===== config.mk =====
export PLATFORM = sky130hd
export DESIGN_NAME = pcs_tx_scheduler
export DESIGN_NICKNAME = d
export VERILOG_FILES = /design/src/rtl/pcs_tx_scheduler_pkg.sv /design/src/rtl/pcs_stall_watchdog.sv /design/src/rtl/pcs_tx_scheduler.sv
export SDC_FILE = /design/constraint.sdc
export NUM_CORES = 1
export LEC_CHECK = 0
export BUFFER_PORTS_ARGS = -buffer_cell sky130_fd_sc_hd__buf_2
export CAP_MARGIN = 20
export CORE_MARGIN = 5
export CORE_UTILIZATION = 35
export CTS_BUF_LIST = sky130_fd_sc_hd__clkbuf_16
export CTS_CLUSTER_SIZE = 24
export DETAILED_ROUTE_END_ITERATION = 8
export MAX_ROUTING_LAYER = met4
export SYNTH_ARGS = -nofsm -noshare
export SYNTH_HDL_FRONTEND = slang
export SYNTH_HIERARCHICAL = 1
export SYNTH_SLANG_ARGS = --single-unit

===== constraint.sdc =====
create_clock -name clk -period 1.8 [get_ports clk]
set_clock_uncertainty 0.05 [all_clocks]
set_input_delay 0.45 -clock clk [delete_from_list [all_inputs] [get_ports clk]]
set_output_delay 0.45 -clock clk [all_outputs]
set_load 0.01 [all_outputs]

===== src/rtl/pcs_tx_scheduler_pkg.sv =====
// Shared widths and scheduler state encoding for the PCS TX path.
// Lane geometry for the 4-lane distributor this scheduler feeds.
package pcs_tx_scheduler_pkg;

  localparam int UNITWIDTH  = 16;
  localparam int LANENUMBER = 4;
  localparam int DATAW      = UNITWIDTH * LANENUMBER;

  typedef enum logic {
    S_IDLE = 1'b0,
    S_SEND = 1'b1
  } sched_state_e;

endpackage


===== src/rtl/pcs_stall_watchdog.sv =====
// Stall watchdog: counts consecutive stalled cycles and raises a sticky flag at the limit.
module pcs_stall_watchdog #(
  parameter int STALL_LIMIT = 1023
) (
  input  logic clk,
  input  logic reset_n,
  input  logic i_stall,
  input  logic i_clear,
  output logic o_stall_err
);

  localparam int CW = $clog2(STALL_LIMIT + 1);
  localparam logic [CW-1:0] LIMIT = CW'(STALL_LIMIT);

  logic [CW-1:0] r_cnt;
  logic          r_err;

  // Counter saturates at the limit so a long stall cannot wrap it.
  always_ff @(posedge clk or negedge reset_n) begin
    if (!reset_n) begin
      r_cnt <= '0;
      r_err <= 1'b0;
    end else begin
      if (i_clear) begin
        r_cnt <= '0;
      end else if (i_stall && (r_cnt != LIMIT)) begin
        r_cnt <= r_cnt + 1'b1;
      end
      if (i_stall && (r_cnt == LIMIT - 1'b1)) begin
        r_err <= 1'b1;
      end
    end
  end

  assign o_stall_err = r_err;

endmodule


===== src/rtl/pcs_tx_scheduler.sv =====
// Frame-level TX scheduler: show-ahead FIFO to one holding register feeding the lane distributor.
// state  | meaning
// S_IDLE | no frame in flight; waits for a SOF head, discards stray non-SOF words
// S_SEND | frame in flight; streams words until the EOF word is consumed
module pcs_tx_scheduler import pcs_tx_scheduler_pkg::*; #(
  parameter int STALL_LIMIT = 1023,
  parameter int CNTW        = 16
) (
  input  logic             clk,
  input  logic             reset_n,
  input  logic             in_enable,
  input  logic             in_fifo_empty,
  input  logic [DATAW-1:0] in_fifo_data,
  input  logic             in_fifo_sof,
  input  logic             in_fifo_eof,
  output logic             out_fifo_rd,
  output logic [DATAW-1:0] out_txdata,
  output logic             out_txdata_en,
  input  logic             in_ideal,
  input  logic             in_syncing_pre,
  output logic             out_empty,
  output logic             out_sof_err,
  output logic             out_underrun,
  output logic             out_stall_err,
  output logic [CNTW-1:0]  out_frame_cnt,
  output logic [CNTW-1:0]  out_underrun_cnt
);

  sched_state_e     r_state, w_state_nxt;
  logic             r_valid, w_valid_nxt;
  logic [DATAW-1:0] r_txdata;
  logic             r_eof;
  logic [CNTW-1:0]  r_frame_cnt, r_underrun_cnt;
  logic             w_consume, w_pop, w_load, w_sof_err, w_underrun, w_frame_done;
  logic             w_stall, w_stall_clear;

  assign w_consume = r_valid & in_ideal & in_enable;

  always_comb begin
    w_state_nxt  = r_state;
    w_valid_nxt  = r_valid;
    w_pop        = 1'b0;
    w_load       = 1'b0;
    w_sof_err    = 1'b0;
    w_underrun   = 1'b0;
    w_frame_done = 1'b0;
    if (in_enable) begin
      case (r_state)
        S_IDLE: begin
          if (!in_fifo_empty) begin
            if (!in_fifo_sof) begin
              w_pop     = 1'b1;
              w_sof_err = 1'b1;
            end else if (!in_syncing_pre) begin
              w_pop       = 1'b1;
              w_load      = 1'b1;
              w_valid_nxt = 1'b1;
              w_state_nxt = S_SEND;
            end
          end
        end
        S_SEND: begin
          if (w_consume) begin
            if (r_eof) begin
              w_frame_done = 1'b1;
              // Back-to-back frame only when the distributor is not about to sync.
              if (!in_fifo_empty && in_fifo_sof && !in_syncing_pre) begin
                w_pop       = 1'b1;
                w_load      = 1'b1;
                w_valid_nxt = 1'b1;
              end else begin
                w_valid_nxt = 1'b0;
                w_state_nxt = S_IDLE;
              end
            end else if (!in_fifo_empty) begin
              w_pop       = 1'b1;
              w_load      = 1'b1;
              w_valid_nxt = 1'b1;
            end else begin
              w_valid_nxt = 1'b0;
            end
          end else if (!r_valid) begin
            w_underrun = in_ideal;
            if (!in_fifo_empty) begin
              w_pop       = 1'b1;
              w_load      = 1'b1;
              w_valid_nxt = 1'b1;
            end
          end
        end
        default: w_state_nxt = S_IDLE;
      endcase
    end
  end

  always_ff @(posedge clk or negedge reset_n) begin
    if (!reset_n) begin
      r_state        <= S_IDLE;
      r_valid        <= 1'b0;
      r_txdata       <= '0;
      r_eof          <= 1'b0;
      r_frame_cnt    <= '0;
      r_underrun_cnt <= '0;
    end else begin
      r_state <= w_state_nxt;
      r_valid <= w_valid_nxt;
      if (w_load) begin
        r_txdata <= in_fifo_data;
        r_eof    <= in_fifo_eof;
      end
      if (w_frame_done) r_frame_cnt <= r_frame_cnt + 1'b1;
      if (w_underrun && (r_underrun_cnt != '1)) r_underrun_cnt <= r_underrun_cnt + 1'b1;
    end
  end

  assign w_stall       = r_valid & ~in_ideal & in_enable;
  assign w_stall_clear = in_enable & ~w_stall;

  pcs_stall_watchdog #(
    .STALL_LIMIT(STALL_LIMIT)
  ) u_watchdog (
    .clk        (clk),
    .reset_n    (reset_n),
    .i_stall    (w_stall),
    .i_clear    (w_stall_clear),
    .o_stall_err(out_stall_err)
  );

  // Combinational strobes are held off while reset is asserted so an aborted frame never pops.
  assign out_fifo_rd      = w_pop & reset_n;
  assign out_sof_err      = w_sof_err & reset_n;
  assign out_underrun     = w_underrun & reset_n;
  assign out_txdata_en    = w_consume;
  assign out_txdata       = r_txdata;
  assign out_empty        = (r_state == S_IDLE);
  assign out_frame_cnt    = r_frame_cnt;
  assign out_underrun_cnt = r_underrun_cnt;

endmodule


==> reports/results.ini <==
[power]
power_frac_comb = 0.409
p_sw_uw = 3150
p_leak_uw = 0.00363
finalPower_uw = 9750
powerDensity_nw_per_um2 = 1340
seqPwrFrac = 0.399
ir_drop_v = 0.000522
switching_share = 0.323
power.clock.fraction = 0.192
p_int_uw = 6600

[finish]
syn2layout_area_growth_pct = 48.1
antennaDiodeCount = 0
fin_util = 0.526
fillers = 1201
layout-drive-gt1-share = 0.586
finalNetCount = 694

[min_path]
hold_class = in -> async

[timing]
whs_ns = 0.159
rsz0062_at_grt = true
fin_crit_ns = 1.93
setup_viol = 59
post-route-period-util = 1.07
hold_viol_final = 0
slew_headroom = 0.633
setup_ws_ns = -0.126
tightestPinTransition_ns = 0.551
slew_violations = 0
fmax_mhz = 519

[logic_synthesis]
syn_nets = 460
yosys_warnings = 6
postSynthAreaPerCell_sq_um = 12.8
ys_ff_latch = 110
postSynthCellCount = 384
yosysSeqAreaShare = 0.561
yosysUniqueCellTypes = 51
netlist_area_sq_um = 4910

[run]
cap_violations = 0

[clock_tree]
htreeDepth = 3
cts_buffer_depth = 2
numCtsBuffers = 9
cts_tree = built
clock-sinks = 110
path_clk_slew_ns = 0.08
clock-root-buffer = clkbuf_16
insertion_delay_ns = 0.35

[floorplanning]
ios = 174
start_util = 0.355
die_x_um = 128
rows = 43
die-area_sq_um = 16500
die_h_um = 128
core_area_sq_um = 13800

[drt]
maxUsedRoutingLayer = met4
vias = 3915
met2_length_mm = 5.95
wl_met1_mm = 6.33
drt_iter0_drc = 255
wl_per_cell_um = 16.8
drtAntennaViolNets = 0
wl_met3_um = 974
first_pass_iters = 5
drc = 0
wirelength_mm = 13.5
vias_per_cell = 4.88

[worst_setup_path]
worst-path-max-fanout = 3
critPathRequiredTime_ns = 2.03
crit_path_frequent_cell = buf_6
end_kind = flop
arrival_ns = 2.16
worstSetupPathType = reg -> reg
cp-start-kind = flop
max_stage_delay_ns = 0.59
critical_path.slowest_cell = or4_4
worstPathCellList = buf_6 > nand4b_4 > buf_6 > or4_4 > nor4_4 > xor2_1

[placed_design]
pre_cts_ws_ns = -0.200
port_buffers = 173
post-dp-hpwl_mm = 8.95
gp_congestion = 0.852

[global_routing]
grt_pass1_wl_mm = 19.6
antenna_found_initial = 0
overflow = 0
first_global_vias = 3939
grt_max_degree = 104
track_usage = 0.152

[outcome]
status = finished with violations
violations = negative setup slack

-- registers in the layout (all words and copies together) (netlist names) --
| signal | flops |
|---|---|
| out_frame_cnt | 16 |
| out_txdata | 64 |
| r_eof | 1 |
| u_watchdog/r_cnt | 10 |
| out_underrun_cnt | 16 |
| u_watchdog/o_stall_err | 1 |
| r_valid | 1 |
| r_state | 1 |
-- layout make-up --
class,instances,area (sq um),area share
well taps,180,225,0.0310
repair buffers,241,1590,0.218
clock buffers,9,225,0.0310
flip-flops and latches,110,2760,0.379
clock inverters,7,50.0,0.00688
inverters,12,45.0,0.00620
multi-input cells,244,2380,0.328
-- placed cells by master, fill, tap and decap left out, types with 4 or more instances in the layout --
cell,count
buf_2,169
dfrtp_1,108
mux2_4,62
buf_4,46
xor2_1,22
nand2_1,17
nand3_1,15
buf_6,15
nor2_1,13
clkbuf_16,13
inv_1,11
xnor2_1,8
mux2_2,8
nor3_1,7
nand4_1,6
nor2b_1,5
a21oi_1,4
a211oi_2,4
nor4_1,4
nor4_2,4
o21ai_0,4
buf_12,4
-- power by group through the flow --
stage | combinational, uW | sequential, uW | clock, uW
detailed placement | 3110 | 3900 | 0
floorplan | 1280 | 4240 | 0
global placement | 3010 | 3860 | 0
global route | 4260 | 4000 | 2020
finish | 3980 | 3890 | 1870
CTS | 3270 | 3840 | 1920
-- metal layers --
metal / track usage / up-vias
met5: - / -
met4: 0.0587 / 0
met3: 0.0303 / 13
met2: 0.223 / 171
met1: 0.210 / 1897
li1: - / 1834
-- synth_stat cells (all sizes together) --
cell,n,area (sq um)
dfrtp,110,2750
mux2,71,800
xor2,22,193
nand2,18,67.6
nor2,18,67.6
buf,16,114
nand3,16,80.1
inv,12,45.0
nor3,10,55.1
nor4,9,62.6
nand4,8,71.3
xnor2,8,70.1
a211oi,6,45.0
and3,6,42.5
a21oi,5,25.0
nor2b,5,31.3
o21ai,5,25.0
and4,4,35.0
ha,4,50.1
nand2b,3,18.8
nor3b,3,22.5
a22o,2,17.5
clkbuf,2,7.51
o211ai,2,15.0
or2,2,12.5
or4,2,18.8
a2111o,1,11.3
a2111oi,1,27.5
a21bo,1,10.0
a21boi,1,7.51
a311oi,1,8.76
a31oi,1,6.26
a41o,1,10.0
a41oi,1,8.76
and2b,1,7.51
mux2i,1,10.0
nand4b,1,23.8
nor4b,1,8.76
o21a,1,7.51
o311ai,1,8.76
or3,1,6.26
-- logic make-up (layout without fill, tap and decap cells) --
kind of cell,count (synthesis),in the layout,share of synthesized area
buffers and inverters,30,269,0.0339
muxes,72,72,0.165
AOI/OAI and AO/OA,30,30,0.0477
DFF,110,110,0.561
xor gates and xnor gates,30,30,0.0535
and+or+nand+nor,108,108,0.129
adders and majority gates,4,4,0.0102
-- metrics by stage --
step,instance area (sq um),cells,setup TNS [ns]
final,7270,803,-3.03
after CTS,6700,787,-2.06
after global placement,6250,762,-11.44
after floorplan,4910,384,0
after global routing,7270,803,-5.75
after detailed placement,6250,762,-13.37
-- timing repair --
action / in CTS / in global routing
hold endpoints to repair: 7 / 0
pin swaps: 7 / 12
setup endpoints to repair: 10 / 94
setup buffers: 8 / 10
hold buffers: 1 / 0
cloned: 0 / 6
resized for setup: 24 / 93
-- worst paths after layout --
kind / startpoint / end / slack [ns] / cells past startpoint
max reg2reg: r_valid / out_underrun_cnt[15] / -0.13 / 6
min in group clk: in_fifo_data[5] / out_txdata[5] / 0.28 / 2
max: r_valid / out_underrun_cnt[15] / -0.13 / 6
min reg2reg: u_watchdog/o_stall_err / u_watchdog/o_stall_err / 0.41 / 1
max in group asynchronous: reset_n / out_underrun_cnt[0] / 0.81 / 3
min: reset_n / u_watchdog/r_cnt[3] / 0.16 / 2
-- worst max-delay path, delay by kind of cell, from the launching register on --
family / cells / cell delay, ns
flops: 1 / 0.43
buf+inv: 2 / 0.28
simple gates: 3 / 0.95
xor+xnor: 1 / 0.16
Note: power is estimated with default switching activity, not from simulation.
